===== config.mk =====
export PLATFORM = sky130hd
export DESIGN_NAME = lsu_flat
export DESIGN_NICKNAME = d
export VERILOG_FILES = /design/src/rtl/lsu_if.sv /design/src/rtl/lsu.sv /design/src/flat_wrapper.sv
export SDC_FILE = /design/constraint.sdc
export NUM_CORES = 1
export LEC_CHECK = 0
export CAP_MARGIN = 5
export CORE_MARGIN = 2
export CORE_UTILIZATION = 44
export DETAILED_ROUTE_END_ITERATION = 16
export GPL_ROUTABILITY_DRIVEN = 0
export HOLD_SLACK_MARGIN = 0.1
export PLACE_DENSITY = 0.81
export SKIP_CTS_REPAIR_TIMING = 1
export SYNTH_ARGS = -nofsm -noshare
export SYNTH_HDL_FRONTEND = slang
export SYNTH_SLANG_ARGS = --single-unit

===== constraint.sdc =====
create_clock -name clk -period 2.3 [get_ports clk]
set_input_delay 0.345 -clock clk [delete_from_list [all_inputs] [get_ports clk]]
set_output_delay 0.345 -clock clk [all_outputs]
set_load 0.02 [all_outputs]

===== src/rtl/lsu_if.sv =====
// CPU-side request/response and RAM-side bus bundle for the load/store unit.
interface lsu_if #(
  parameter int ADDR_W = 13
);
  logic              req_valid;
  logic              req_ready;
  logic              req_we;
  logic [1:0]        req_size;
  logic              req_signed;
  logic [ADDR_W-1:0] req_addr;
  logic [31:0]       req_wdata;
  logic              resp_valid;
  logic [31:0]       resp_rdata;
  logic              resp_err;
  logic              mem_ren;
  logic              mem_wen;
  logic [ADDR_W-1:0] mem_addr;
  logic [31:0]       mem_wdata;
  logic [3:0]        mem_wr_mask;
  logic [31:0]       mem_rdata;
  logic              mem_rd_valid;

  // LSU view
  modport slave (
    input  req_valid, req_we, req_size, req_signed, req_addr, req_wdata,
    input  mem_rdata, mem_rd_valid,
    output req_ready, resp_valid, resp_rdata, resp_err,
    output mem_ren, mem_wen, mem_addr, mem_wdata, mem_wr_mask
  );

  // CPU + RAM view
  modport master (
    output req_valid, req_we, req_size, req_signed, req_addr, req_wdata,
    output mem_rdata, mem_rd_valid,
    input  req_ready, resp_valid, resp_rdata, resp_err,
    input  mem_ren, mem_wen, mem_addr, mem_wdata, mem_wr_mask
  );
endinterface


===== src/rtl/lsu.sv =====
// Load/store unit: one byte/half/word access at a time between the CPU data
// port and a single-port block RAM, with alignment checking and load extension.
//
// state | meaning
// IDLE  | ready for a request
// ISSUE | drive one-cycle mem_ren or mem_wen
// WAIT  | load issued, waiting for mem_rd_valid
// RESP  | one-cycle response pulse to the CPU
module lsu #(
  parameter int ADDR_W = 13
) (
  input  logic  clk,
  input  logic  rst,
  lsu_if.slave  bus
);

  localparam logic [1:0] S_IDLE  = 2'd0;
  localparam logic [1:0] S_ISSUE = 2'd1;
  localparam logic [1:0] S_WAIT  = 2'd2;
  localparam logic [1:0] S_RESP  = 2'd3;

  logic [1:0]        state;
  logic              we_q;
  logic              sgn_q;
  logic [1:0]        size_q;
  logic [1:0]        lane_q;
  logic              err_q;
  logic [ADDR_W-1:0] addr_q;
  logic [31:0]       wdata_q;
  logic [3:0]        mask_q;
  logic [31:0]       rdata_q;

  logic              accept;
  logic              bad_req;
  logic [3:0]        st_mask;
  logic [31:0]       st_wdata;
  logic [31:0]       ld_data;
  logic [7:0]        ld_byte;
  logic [15:0]       ld_half;

  assign accept = bus.req_valid & bus.req_ready;

  // Alignment / reserved-size check on the incoming request
  always_comb begin
    bad_req = 1'b0;
    case (bus.req_size)
      2'b00:   bad_req = 1'b0;
      2'b01:   bad_req = bus.req_addr[0];
      2'b10:   bad_req = |bus.req_addr[1:0];
      default: bad_req = 1'b1;
    endcase
  end

  // Store byte mask and lane-replicated write data; mask bit 3-k covers lane k
  always_comb begin
    st_mask  = 4'b0000;
    st_wdata = bus.req_wdata;
    case (bus.req_size)
      2'b00: begin
        st_mask  = 4'b1000 >> bus.req_addr[1:0];
        st_wdata = {4{bus.req_wdata[7:0]}};
      end
      2'b01: begin
        st_mask  = bus.req_addr[1] ? 4'b0011 : 4'b1100;
        st_wdata = {2{bus.req_wdata[15:0]}};
      end
      default: begin
        st_mask  = 4'b1111;
        st_wdata = bus.req_wdata;
      end
    endcase
  end

  // Lane extraction and sign/zero extension of returned read data
  always_comb begin
    ld_byte = bus.mem_rdata[7:0];
    case (lane_q)
      2'd0:    ld_byte = bus.mem_rdata[7:0];
      2'd1:    ld_byte = bus.mem_rdata[15:8];
      2'd2:    ld_byte = bus.mem_rdata[23:16];
      default: ld_byte = bus.mem_rdata[31:24];
    endcase
    ld_half = lane_q[1] ? bus.mem_rdata[31:16] : bus.mem_rdata[15:0];
    case (size_q)
      2'b00:   ld_data = {{24{ld_byte[7] & sgn_q}}, ld_byte};
      2'b01:   ld_data = {{16{ld_half[15] & sgn_q}}, ld_half};
      default: ld_data = bus.mem_rdata;
    endcase
  end

  // Sequencer and request/memory-side registers
  always_ff @(posedge clk) begin
    if (rst) begin
      state   <= S_IDLE;
      we_q    <= 1'b0;
      sgn_q   <= 1'b0;
      size_q  <= 2'b00;
      lane_q  <= 2'b00;
      err_q   <= 1'b0;
      addr_q  <= '0;
      wdata_q <= '0;
      mask_q  <= '0;
      rdata_q <= '0;
    end else begin
      case (state)
        S_IDLE: begin
          if (accept) begin
            we_q    <= bus.req_we;
            sgn_q   <= bus.req_signed;
            size_q  <= bus.req_size;
            lane_q  <= bus.req_addr[1:0];
            err_q   <= bad_req;
            rdata_q <= '0;
            if (bad_req) begin
              // Rejected requests never touch the RAM-side registers
              state <= S_RESP;
            end else begin
              state  <= S_ISSUE;
              addr_q <= bus.req_addr;
              if (bus.req_we) begin
                wdata_q <= st_wdata;
                mask_q  <= st_mask;
              end
            end
          end
        end
        S_ISSUE: state <= we_q ? S_RESP : S_WAIT;
        S_WAIT: begin
          if (bus.mem_rd_valid) begin
            rdata_q <= ld_data;
            state   <= S_RESP;
          end
        end
        default: state <= S_IDLE;
      endcase
    end
  end

  assign bus.req_ready   = (state == S_IDLE) & ~rst;
  assign bus.resp_valid  = (state == S_RESP);
  assign bus.resp_err    = (state == S_RESP) & err_q;
  assign bus.resp_rdata  = rdata_q;
  assign bus.mem_ren     = (state == S_ISSUE) & ~we_q;
  assign bus.mem_wen     = (state == S_ISSUE) & we_q;
  assign bus.mem_addr    = addr_q;
  assign bus.mem_wdata   = wdata_q;
  assign bus.mem_wr_mask = bus.mem_wen ? mask_q : 4'b0000;

endmodule


===== src/flat_wrapper.sv =====
// flat-port wrapper written by rule: the top's interface ports become plain ports
module lsu_flat 
#(
  parameter int ADDR_W = 13
)
  (clk, rst, bus_req_valid, bus_req_we, bus_req_size, bus_req_signed, bus_req_addr, bus_req_wdata, bus_mem_rdata, bus_mem_rd_valid, bus_req_ready, bus_resp_valid, bus_resp_rdata, bus_resp_err, bus_mem_ren, bus_mem_wen, bus_mem_addr, bus_mem_wdata, bus_mem_wr_mask);
  lsu_if #(.ADDR_W(ADDR_W)) bus_i ();
  input  logic clk;
  input  logic rst;
  input wire logic [$bits(bus_i.req_valid)-1:0] bus_req_valid;
  input wire logic [$bits(bus_i.req_we)-1:0] bus_req_we;
  input wire logic [$bits(bus_i.req_size)-1:0] bus_req_size;
  input wire logic [$bits(bus_i.req_signed)-1:0] bus_req_signed;
  input wire logic [$bits(bus_i.req_addr)-1:0] bus_req_addr;
  input wire logic [$bits(bus_i.req_wdata)-1:0] bus_req_wdata;
  input wire logic [$bits(bus_i.mem_rdata)-1:0] bus_mem_rdata;
  input wire logic [$bits(bus_i.mem_rd_valid)-1:0] bus_mem_rd_valid;
  output wire logic [$bits(bus_i.req_ready)-1:0] bus_req_ready;
  output wire logic [$bits(bus_i.resp_valid)-1:0] bus_resp_valid;
  output wire logic [$bits(bus_i.resp_rdata)-1:0] bus_resp_rdata;
  output wire logic [$bits(bus_i.resp_err)-1:0] bus_resp_err;
  output wire logic [$bits(bus_i.mem_ren)-1:0] bus_mem_ren;
  output wire logic [$bits(bus_i.mem_wen)-1:0] bus_mem_wen;
  output wire logic [$bits(bus_i.mem_addr)-1:0] bus_mem_addr;
  output wire logic [$bits(bus_i.mem_wdata)-1:0] bus_mem_wdata;
  output wire logic [$bits(bus_i.mem_wr_mask)-1:0] bus_mem_wr_mask;
  assign bus_i.req_valid = bus_req_valid;
  assign bus_i.req_we = bus_req_we;
  assign bus_i.req_size = bus_req_size;
  assign bus_i.req_signed = bus_req_signed;
  assign bus_i.req_addr = bus_req_addr;
  assign bus_i.req_wdata = bus_req_wdata;
  assign bus_i.mem_rdata = bus_mem_rdata;
  assign bus_i.mem_rd_valid = bus_mem_rd_valid;
  assign bus_req_ready = bus_i.req_ready;
  assign bus_resp_valid = bus_i.resp_valid;
  assign bus_resp_rdata = bus_i.resp_rdata;
  assign bus_resp_err = bus_i.resp_err;
  assign bus_mem_ren = bus_i.mem_ren;
  assign bus_mem_wen = bus_i.mem_wen;
  assign bus_mem_addr = bus_i.mem_addr;
  assign bus_mem_wdata = bus_i.mem_wdata;
  assign bus_mem_wr_mask = bus_i.mem_wr_mask;
  lsu #(.ADDR_W(ADDR_W)) u_core (.clk(clk), .rst(rst), .bus(bus_i));
endmodule

# == Word level (Yosys, flattened, before mapping) ==
# Index checks and enable logic that the tools add are counted.
# word_totals
inputBits,85
output_inout_bits,86
regBits,90
wordCells,58
mem_bits_rw,0
n_memories,0
latchBits,0
mem_bits_ro,0
# classes
n_mux,16
n_shift,1
n_eq_ne,10
addsub,0
magnitude_cmp,0
div,0
n_mul,0
n_reduce_logical,11
bitwise_logic,10
# op_table
op,n
32-bit case mux with 2 select lines,3
32-bit two-way mux,2
8-bit case mux with 3 select lines,1
16-bit two-way mux,1
2-bit by 1-bit equality test with 1-bit output (second input constant),4
2-bit equality test (second input constant),4
2-bit zero test,4
4-bit two-way mux,2
4-bit case mux with 2 select lines,1
1-bit AND,7
2-bit two-way mux,3
2-bit case mux with 3 select lines,1
3-bit AND reduction,2
2-bit AND reduction,2
4-bit AND reduction,1
4-bit by 2-bit >> shifter with 4-bit output (first input constant),1
1-bit inverter,3
1-bit case mux with 3 select lines,1
2-bit by 1-bit != test with 1-bit output (second input constant),1
2-bit != test (second input constant),1
2-bit nonzero test,1
2-bit OR reduction,1
1-bit two-way mux,1

# == Logic depth before layout (Yosys ltp) ==
# depth
depth_word,6
ltp_mapped,9
ltp_nobuf,6

# == Worst setup path before layout ==
# OpenSTA, ideal clock, no wires.
# synth_path
path_kind,flip-flop to flip-flop
startpoint,register u_core.state[0]
endpoint,register u_core.wdata_q[21] (netlist: u_core.bus.mem_wdata[21])
stages_incl_launch_ff,10
t_required_ns,2.166
synth_period_minus_slack_ns,1.757
path_slack_ns,0.543
arrival_time_ns,1.623
path_cell_list,dfxtp_1 > inv_1 > ha_1 > and3b_1 > buf_4 > and2_1 > buf_4 > buf_6 > a21oi_1 > a211oi_2
# synth_between
elab_chain_len,4
# synth_rtl
element,line,rtl
start: declaration,lsu.sv:22,logic [1:0] state;
start signal: assignment,lsu.sv:127,S_ISSUE: state <= we_q ? S_RESP : S_WAIT;
2-bit zero test *,"lsu.sv:105, lsu.sv:139",
1-bit AND,lsu.sv:139,assign bus.req_ready = (state == S_IDLE) & ~rst;
1-bit AND,lsu.sv:41,assign accept = bus.req_valid & bus.req_ready;
4-bit AND reduction (no source line) *,--,
end signal: assignment,lsu.sv:121,wdata_q <= st_wdata;
end: declaration,lsu.sv:29,logic [31:0] wdata_q;
# Every way passes the cells marked *; elsewhere a longest branch is shown, timed or not.
# A chain may end at the register's enable or synchronous reset.

# == Worst setup path in the final report ==
# layout_path
startpoint,register u_core.state[1]
endpoint,output port bus_mem_wr_mask[1]
# layout_between
elab_chain_len,3
# layout_rtl
element,line,rtl
2-bit by 1-bit equality test with 1-bit output,lsu.sv:144,assign bus.mem_wen = (state == S_ISSUE) & we_q;
1-bit AND,lsu.sv:144,
4-bit two-way mux,lsu.sv:147,assign bus.mem_wr_mask = bus.mem_wen ? mask_q : 4'b0000;
end: declaration,flat_wrapper.sv:26,output wire logic [$bits(bus_i.mem_wr_mask)-1:0] bus_mem_wr_mask;
# No other way between the ends.

==> results.md <==
* Setup TNS at 0 ns
* Hold WS at 0.416 ns
* # H-tree levels at 3
* Slew HR at between 60% and 70%
* DRC marker count from the first detailed-route iteration at ~200
* Dpl ws at ~0.19 ns
* Worst path required time at ~2 ns
* Area grow syn2layout at 47.4%
* Synth Warn # at 0
* Commonest non-fill, non-tap cells in the layout: clkdlybuf4s50_1 (168), dfxtp_1 (90), a21oi_1 (69)
* Startpoint types: register
* Static Leak at about 2.3 nW
* Sequential standard cell area at roughly 0.0018 sq mm
* # Max-Cap Violations at 0
* Seq/Total Area, Yosys at 41.5%
* Max Slew Vio Count at 0
* Post-synth top area cell: dfxtp_1
* CP max stage cell: clkdlybuf4s50_1
* ANT cells at 0
* Tcrit/Tclk final at approximately 96%
* Initial antenna violation count at 0
* Setup violators final at 0
* Vias/cell at ~5.7
* Final Critical Period at 2.21 ns
* Outcome: finished, final reports clean
* Row count at 36
* Worst path top cell family by delay: buffers and inverters
* Detailed Place HPWL at around 10 mm
* Initial core utilization at between 40 and 50%
* CP endpoint kind: output pin
* First-pass GRT wire length at 21.5 mm
* Synth Register Bits at 90
* Die area at 0.0107 sq mm
* Hold Path Class: in2reg
* Final WL at roughly 14 mm
* Vias in the first global route at about 4400
* Reg clk slew, reported paths at ~0.090 ns
* Core box area at approximately 0.0097 sq mm
* VDD IR-drop max at roughly 0.00044 V
* Io pins at 171
* Most common cell after layout, fill and taps aside: clkdlybuf4s50_1
* CP bufs+invs at 2
* CTS tree: built
* Cell Area, Synth at 0.00434 sq mm
* Fin Clk Skew at ~0.0092 ns
* Critical-path maximum fanout at 7
* Async SR Flop Fraction at 0%
* PortBufs at 170
* Netlist cell types at 52
* Clk_lat worst skew at 0.36 ns
* Avg Inst Size Synth at between 8 and 9 sq um
* Die X at around 100 microns
* Design area at about 0.0064 sq mm
* PwrDens at 664 mW/mm^2
* Setup ws final at roughly 0.093 ns
* Largest net degree at the start of global routing at 37
* Area contributors post-synth: dfxtp_1 (42%), a21oi_1 (8.1%), mux2i_1 (7.1%), o21ai_0 (6.9%), nand2_1 (4.8%)
* Vias at about 4500
* Filler cell count at 790
* Post-layout util at approximately two thirds
* Clock Sinks at 90
* Max Clock Freq at ~0.45 GHz
* Gr ovfl total at 0
* Top_reg_cell synth: dfxtp_1
* TritonCTS buffer count at 9
* GRT Total Usage at about 26%
* Unrepaired setup endpoints after global routing: false
* Top cell type's share of synthesized area at between 40% and 50%
* Layout cell share with drive strength beyond 1 at under 10%
* DRC viols at 0
* Critical path class: reg2out
* Post-Synthesis Cells at 502
* Post-DP Area at between 0.006 and 0.007 sq mm
* Synthesized net count at approximately 600
* Routed WL per cell at between 15 and 20 microns
* Crit path cell chain: inv_1 > ha_2 > and3_1 > clkdlybuf4s50_1
* Nets@finish at 750
* DRT antenna net count at 0
* Fin. Hold Viols at 0
* Delay of the slowest critical-path stage at 0.61 ns
* Multi-input gate area at between 0.002 and 0.0025 sq mm
* CTS Buffer Depth at 2
* Critical path arrival at between 1.5 and 2 ns
* Detailed Routing Iterations Pass 1 at 5
* Worst-Margin Slew at 0.596 ns
* EDFF count, synth at 0
* Die Ht at ~100 microns
* CTS root buf: clkbuf_8
-- synth_stat cells (2+ instances only) --
| library cell | number |
|---|---|
| mux2i_1 | 31 |
| nand3_1 | 21 |
| o2111ai_1 | 8 |
| ha_1 | 4 |
| a311oi_1 | 3 |
| o21ai_0 | 60 |
| nor2_2 | 2 |
| mux2_2 | 11 |
| and3b_1 | 2 |
| clkbuf_2 | 2 |
| nand2b_1 | 15 |
| nand3b_1 | 4 |
| clkbuf_1 | 22 |
| a32o_1 | 7 |
| inv_1 | 8 |
| a221oi_1 | 2 |
| a22o_1 | 8 |
| buf_6 | 4 |
| and2_1 | 3 |
| a211oi_1 | 15 |
| and3_1 | 4 |
| buf_2 | 15 |
| a21oi_1 | 70 |
| buf_4 | 5 |
| a211oi_2 | 2 |
| nor2b_1 | 4 |
| dfxtp_1 | 90 |
| nor2_1 | 2 |
| nand2_1 | 55 |
-- routing by layer --
metal | track usage, % | routed length (microns) | vias up
li1 | - | - | 2148
met4 | 8.10 | 223 | 0
met3 | 7.19 | 1100 | 22
met1 | 32.7 | 5730 | 2174
met5 | 0 | 0 | -
met2 | 42.4 | 6540 | 199
-- worst min-delay path, stage by stage --
cell	delay, ns
buf_2	0.13
buf_4	0.20
a21oi_1	0.05
-- sequential cells by signal (all words and copies together) (netlist names) --
name and flops:
u_core.bus.mem_addr 13, u_core.bus.mem_wdata 32, u_core.bus.resp_rdata 32, u_core.err_q 1, u_core.lane_q 2, u_core.mask_q 4, u_core.sgn_q 1, u_core.size_q 2
u_core.state 2, u_core.we_q 1
-- report_power, final --
group          switching (W)  internal (W)
combinational       0.000769      0.000641
sequential         0.0000963       0.00166
clock               0.000549      0.000533
total                0.00141       0.00283
-- path summary, 6_finish.rpt --
path,endpoint,slack [ns],cells past startpoint,from
hold reg to reg,u_core.bus.resp_rdata[6],0.45,2,u_core.bus.resp_rdata[6]
hold / removal,u_core.bus.mem_wdata[6],0.42,3,rst
setup reg to reg,u_core.mask_q[2],0.35,7,u_core.state[1]
setup / recovery,bus_mem_wr_mask[1],0.09,4,u_core.state[1]
-- through the flow --
| step | instances | power [W] |
|---|---|---|
| 2_1_floorplan | 502 | 0.00264 |
| 3_3_place_gp | 783 | 0.00314 |
| 3_5_place_dp | 783 | 0.00318 |
| 4_1_cts | 799 | 0.00427 |
| 5_1_grt | 799 | 0.00447 |
| 6_report | 799 | 0.00425 |
-- cell families (layout without fill, tap and decap cells) --
logic type / after synthesis / count (layout) / synth area share [%]
multiplexers: 42 / 42 / 10.0
adder cells (fa/ha/maj): 4 / 4 / 1.15
AO/OA/AOI/OAI: 189 / 189 / 26.8
buffers and inverters: 57 / 221 / 6.54
flip-flops: 90 / 90 / 41.5
AND/OR/NAND/NOR: 120 / 120 / 14.0
-- layout make-up --
class / count / area share, %
Clock buffer: 12 / 2.27
Clock inverter: 4 / 0.802
Inverter: 8 / 0.469
Multi-Input combinational cell: 355 / 35.6
Sequential cell: 90 / 28.2
Tap cell: 133 / 2.60
Timing Repair Buffer: 197 / 30.1
Power figures use the tool's default switching activity.
